**config.mk**
```make
export PLATFORM = sky130hd
export DESIGN_NAME = shift_iter
export DESIGN_NICKNAME = d
export VERILOG_FILES = /design/src/rtl/shift_iter_pkg.sv /design/src/rtl/shift_iter_stage.sv /design/src/rtl/shift_iter.sv
export SDC_FILE = /design/constraint.sdc
export NUM_CORES = 1
export LEC_CHECK = 0
export ABC_CLOCK_PERIOD_IN_PS = 2200
export BUFFER_PORTS_ARGS = -buffer_cell sky130_fd_sc_hd__buf_2
export CORE_MARGIN = 2
export CORE_UTILIZATION = 36
export CTS_BUF_LIST = sky130_fd_sc_hd__clkbuf_8
export DETAILED_ROUTE_END_ITERATION = 16
export HOLD_SLACK_MARGIN = 0.08
export PLACE_DENSITY_LB_ADDON = 0.3
export SETUP_SLACK_MARGIN = 0.4
export SYNTH_ARGS = -nofsm -noshare
export SYNTH_HDL_FRONTEND = slang
export SYNTH_SLANG_ARGS = --single-unit
```
**constraint.sdc**
```tcl
create_clock -name clk -period 2.2 [get_ports clk]
set_input_delay 0 -clock clk [delete_from_list [all_inputs] [get_ports clk]]
set_output_delay 0 -clock clk [all_outputs]
set_load 0.01 [all_outputs]
```
**src/rtl/shift_iter_pkg.sv**
```systemverilog
// Shared definitions for the iterative shifter: shift-type codes and FSM states.
package shift_iter_pkg;

  localparam logic [1:0] SHIFT_SLL = 2'b00;
  localparam logic [1:0] SHIFT_SRL = 2'b01;
  localparam logic [1:0] SHIFT_SRA = 2'b11;

  localparam int unsigned NUM_STAGES = 5;

  typedef enum logic [1:0] {
    S_IDLE  = 2'd0,
    S_SHIFT = 2'd1,
    S_DONE  = 2'd2
  } state_e;

endpackage

```
**src/rtl/shift_iter_stage.sv**
```systemverilog
// Single fixed-amount shifter stage with enable bypass; bit 1 of fun selects arithmetic right.
module shift_stage
  import shift_iter_pkg::*;
#(
  parameter int WIDTH = 32,
  parameter int AMT   = 1
) (
  input  logic [WIDTH-1:0] din,
  input  logic             en,
  input  logic [1:0]       fun,
  output logic [WIDTH-1:0] dout
);

  always_comb begin
    // NOTE: default assignment first so every path drives dout and no latch is inferred.
    dout = din;
    if (en) begin
      if (fun[1]) begin
        dout = WIDTH'($signed(din) >>> AMT);
      end else if (fun == SHIFT_SRL) begin
        dout = din >> AMT;
      end else begin
        dout = din << AMT;
      end
    end
  end

endmodule

```
**src/rtl/shift_iter.sv**
```systemverilog
// Multi-cycle shifter: one binary-weighted stage (16,8,4,2,1) per cycle, done pulse on completion.
module shift_iter
  import shift_iter_pkg::*;
#(
  parameter int WIDTH = 32
) (
  input  logic             clk,
  input  logic             rst_n,
  input  logic             start,
  input  logic [WIDTH-1:0] B,
  input  logic [4:0]       shamt,
  input  logic [1:0]       ALUfun,
  output logic             busy,
  output logic             done,
  output logic [WIDTH-1:0] y
);

  state_e           state_q, state_d;
  logic [WIDTH-1:0] acc_q;
  logic [2:0]       k_q;
  logic [4:0]       shamt_q;
  logic [1:0]       fun_q;
  logic             accept;
  logic [WIDTH-1:0] stage_out [NUM_STAGES];
  logic [WIDTH-1:0] acc_next;

  // Stage i shifts by 2^i and is enabled by the matching latched shamt bit.
  for (genvar i = 0; i < NUM_STAGES; i++) begin : g_stage
    shift_stage #(.WIDTH(WIDTH), .AMT(1 << i)) u_stage (
      .din  (acc_q),
      .en   (shamt_q[i]),
      .fun  (fun_q),
      .dout (stage_out[i])
    );
  end

  always_comb begin
    acc_next = acc_q;
    case (k_q)
      3'd0:    acc_next = stage_out[0];
      3'd1:    acc_next = stage_out[1];
      3'd2:    acc_next = stage_out[2];
      3'd3:    acc_next = stage_out[3];
      3'd4:    acc_next = stage_out[4];
      default: acc_next = acc_q;
    endcase
  end

  assign accept = start && (state_q != S_SHIFT);

  always_comb begin
    state_d = state_q;
    case (state_q)
      S_IDLE:  if (start) state_d = S_SHIFT;
      S_SHIFT: if (k_q == 3'd0) state_d = S_DONE;
      S_DONE:  state_d = start ? S_SHIFT : S_IDLE;
      default: state_d = S_IDLE;
    endcase
  end

  // NOTE: sequential state uses non-blocking assignments so all registers update together.
  always_ff @(posedge clk or negedge rst_n) begin
    if (!rst_n) begin
      state_q <= S_IDLE;
      acc_q   <= '0;
      k_q     <= 3'd4;
      shamt_q <= '0;
      fun_q   <= SHIFT_SLL;
    end else begin
      state_q <= state_d;
      if (accept) begin
        acc_q   <= B;
        shamt_q <= shamt;
        fun_q   <= ALUfun;
        k_q     <= 3'd4;
      end else if (state_q == S_SHIFT) begin
        acc_q <= acc_next;
        k_q   <= k_q - 3'd1;
      end
    end
  end

  assign busy = (state_q == S_SHIFT);
  assign done = (state_q == S_DONE);
  assign y    = acc_q;

endmodule

```
==> impl_metrics.py <==
metrics = {
    "run_status": {
        "status": "complete, no violations",
    },
    "worst_setup_path": {
        "rr_endpoint": "y[24]",
        "setup.worst_path.start_class": "flip-flop",
        "crit_path_end_kind": "flip-flop",
        "r2r_cells": 9,
        "crit_fanout": 6,
        "reg2reg_slack_ns": 0.16,
        "path_class": "flip-flop to flip-flop",
        "critPathArrivalTime_ns": 2.29,
        "cp.required_ns": 2.45,
        "reg2reg_from": "k_q[0]",
    },
    "global_route": {
        "antenna_found_initial": 0,
        "grt_usage_pct": 32.13,
        "overflow": 0,
        "grt_pass1_vias": 5204,
        "grt_first_pass_wirelength_um": 30970,
        "grt_max_degree": 47,
    },
    "cells_and_area": {
        "n_antenna_cell": 0,
        "final_nets": 735,
        "nFillCells": 1018,
        "synthToLayoutAreaGrowth_pct": 51.08,
        "final_cell_area_sq_um": 6221,
        "drive_gt1_share_pct": 38.75,
    },
    "floorplanning": {
        "start_util_pct": 36.53,
        "core_area_sq_um": 11270,
        "pin_count": 76,
        "chipHeight_um": 111.0,
        "die_area_sq_um": 12310,
        "num_rows": 39,
        "die_w_um": 111.0,
    },
    "route": {
        "wire_per_inst_um": 24.27,
        "antenna_left": 0,
        "via_per_inst": 6.376,
        "wl_um": 20190,
        "drt_first_pass_iters": 5,
        "drc": 0,
        "via_count": 5305,
        "drt-initial-drc-count": 457,
    },
    "logic_synthesis": {
        "yosys_warnings": 0,
        "ys_types": 64,
        "async_reset_ff_share_pct": 100.0,
        "ys.flop_type": "dfrtp_1",
        "synth.yosys.seq_area_share_pct": 26.77,
        "synth_edf_count": 0,
        "syn-instance-count": 533,
        "syn-num-nets": 580,
        "synth-seq-cells": 44,
        "netlist_area_sq_um": 4118,
        "syn_area_per_cell_sq_um": 7.726,
    },
    "placement": {
        "gp_congestion": 0.9917,
        "pre_cts_slack_ns": -0.05755,
        "io_buffers": 75,
        "placed_area_sq_um": 4832,
        "hpwl_um": 13180,
    },
    "power_and_ir_drop": {
        "cellLeakagePower_uw": 0.002535,
        "max-vdd-ir-drop_uv": 1001,
        "finalPower_uw": 11580,
        "powerDensity_nw_per_um2": 1861,
    },
    "clock_network": {
        "tritoncts": "yes",
        "cts_root_buf": "clkbuf_8",
        "clkLatencyLatePin_ns": 0.33,
        "cts_num_sinks": 44,
        "cts_made_buffers": 5,
        "cts.clk_slew.worst_paths_ns": 0.09,
        "cts_buffer_depth": 2,
        "h-tree-depth": 2,
    },
    "timing": {
        "fin_tns_setup_ns": 0,
        "setup_viol": 0,
        "rsz0062_at_grt": "yes",
        "min_period_ns": 2.043,
        "hold_viol_final": 0,
        "worst_pin_slew_ns": 0.6281,
        "setup_ws_ns": 0.1570,
        "period_share_pct": 92.86,
        "holdWs_ns": 0.3003,
        "skew_ns": 0.01117,
        "slew_violations": 0,
        "slew_headroom_pct": 58.12,
        "fmax_ghz": 0.4895,
    },
    "worst_hold_path": {
        "hold_class": "input port to async pin",
    },
    "run": {
        "maxCapViolations": 0,
    },
}
[final cells by class]
| class | instances | area (sq um) | area share, % |
|---|---|---|---|
| clock buffers | 6 | 82.58 | 1.327 |
| clock inverters | 2 | 11.26 | 0.1810 |
| inverters | 6 | 27.53 | 0.4425 |
| multi-input cells | 428 | 3129 | 50.30 |
| flip-flops and latches | 44 | 1105 | 17.76 |
| well taps | 143 | 178.9 | 2.876 |
| repair buffers | 203 | 1687 | 27.11 |
[synthesized netlist by cell type, types with 5 or more instances]
library cell | number | area share [%]
a21oi_1 | 75 | 9.1
nand2_1 | 69 | 6.3
o21ai_0 | 49 | 6.0
dfrtp_1 | 43 | 26
buf_2 | 23 | 2.8
nor2_1 | 23 | 2.1
o21a_1 | 17 | 3.1
o21ai_1 | 17 | 2.1
o22ai_1 | 16 | 2.4
o221ai_1 | 13 | 2.8
clkbuf_1 | 12 | 1.1
nor2b_1 | 11 | 1.7
o31ai_1 | 11 | 2.0
buf_6 | 10 | 2.7
nand3_1 | 10 | 1.2
a221oi_1 | 8 | 1.7
buf_4 | 7 | 1.3
nor3b_1 | 6 | 1.1
nor4_1 | 6 | 0.91
o211ai_1 | 6 | 1.1
o32ai_1 | 6 | 1.3
ha_1 | 5 | 1.5
[placed cells by master (no fill, tap or decap), types with 5 or more instances in the layout]
cell type      instances
nor2_1                20
buf_2                 75
nor3b_1                6
buf_4                 66
clkbuf_8               6
nor4_2                 5
o31ai_1                8
nor2b_1                6
nand3_1                9
nand2_2                6
o21ai_1               21
nor2b_4                5
o221ai_1               8
o211ai_1               6
nand2_1               61
a21oi_1               72
o21ai_0               40
o221ai_2               5
o22ai_1               14
dfrtp_1               41
o21a_1                17
buf_12                 9
dlygate4sd3_1         41
o21ai_2                6
[worst max-delay path by stage]
stage	start	endpoint	slack, ns
global placement	k_q[0]	y[8]	0.05
global route	k_q[0]	y[11]	0.1
detailed placement	k_q[0]	y[8]	-0.06
finish	k_q[0]	y[24]	0.16
CTS	k_q[0]	y[30]	0.23
floorplan	k_q[0]	y[31]	0.33
[report_power, final]
| part | internal (uW) | switching, uW |
|---|---|---|
| clock | 252 | 337 |
| combinational | 4050 | 4840 |
| sequential | 1200 | 895 |
| total | 5510 | 6070 |
[worst max-delay path, cell delays in order (launching register included)]
cell      delay [ns]
dfrtp_2         0.49
ha_4            0.21
nor4_4          0.31
buf_4           0.18
nor2_4          0.05
buf_12          0.14
buf_16          0.14
o221ai_2        0.18
o22ai_1         0.11
o21ai_1         0.15
[routing by layer]
metal  track usage (%)  part of all wire [%]  vias up
li1                  -                     -     2345
met1             45.47                    42     2538
met2             48.34                    44      357
met3             6.889                    10       65
met4             11.33                   3.7        0
met5                 0                     0        -
[registers in the layout, indices dropped and copies added, names as in the netlist]
register  flops
state_q       2
k_q           3
y            32
fun_q         2
shamt_q       5
[repair_timing]
action | 4_1_cts | 5_1_grt
endpoints found under the setup margin | 32 | 32
resized for setup | 83 | 38
hold buffers | 41 | 0
gates cloned | 4 | 1
buffers inserted | 21 | 7
pin swaps | 52 | 30
hold endpoints to repair | 85 | 0
[metrics by stage]
stage	std cells	utilization, %
after floorplan	533	-
final	832	55.19
after detailed placement	750	42.87
after CTS	824	53.00
after global placement	750	42.87
after global routing	832	55.19
[kinds of logic (layout without fill, tap and decap cells)]
logic type               Yosys count  in the layout  synth area share (%)
flip-flops                        44             44                 26.77
AND/OR/NAND/NOR                  150            150                 18.20
multiplexers                       5              5                 1.307
AO/OA/AOI/OAI                    268            268                 43.45
buffers and inverters             61            217                 8.751
adder cells (fa/ha/maj)            5              5                 1.519
(Power assumes the default switching activity.)
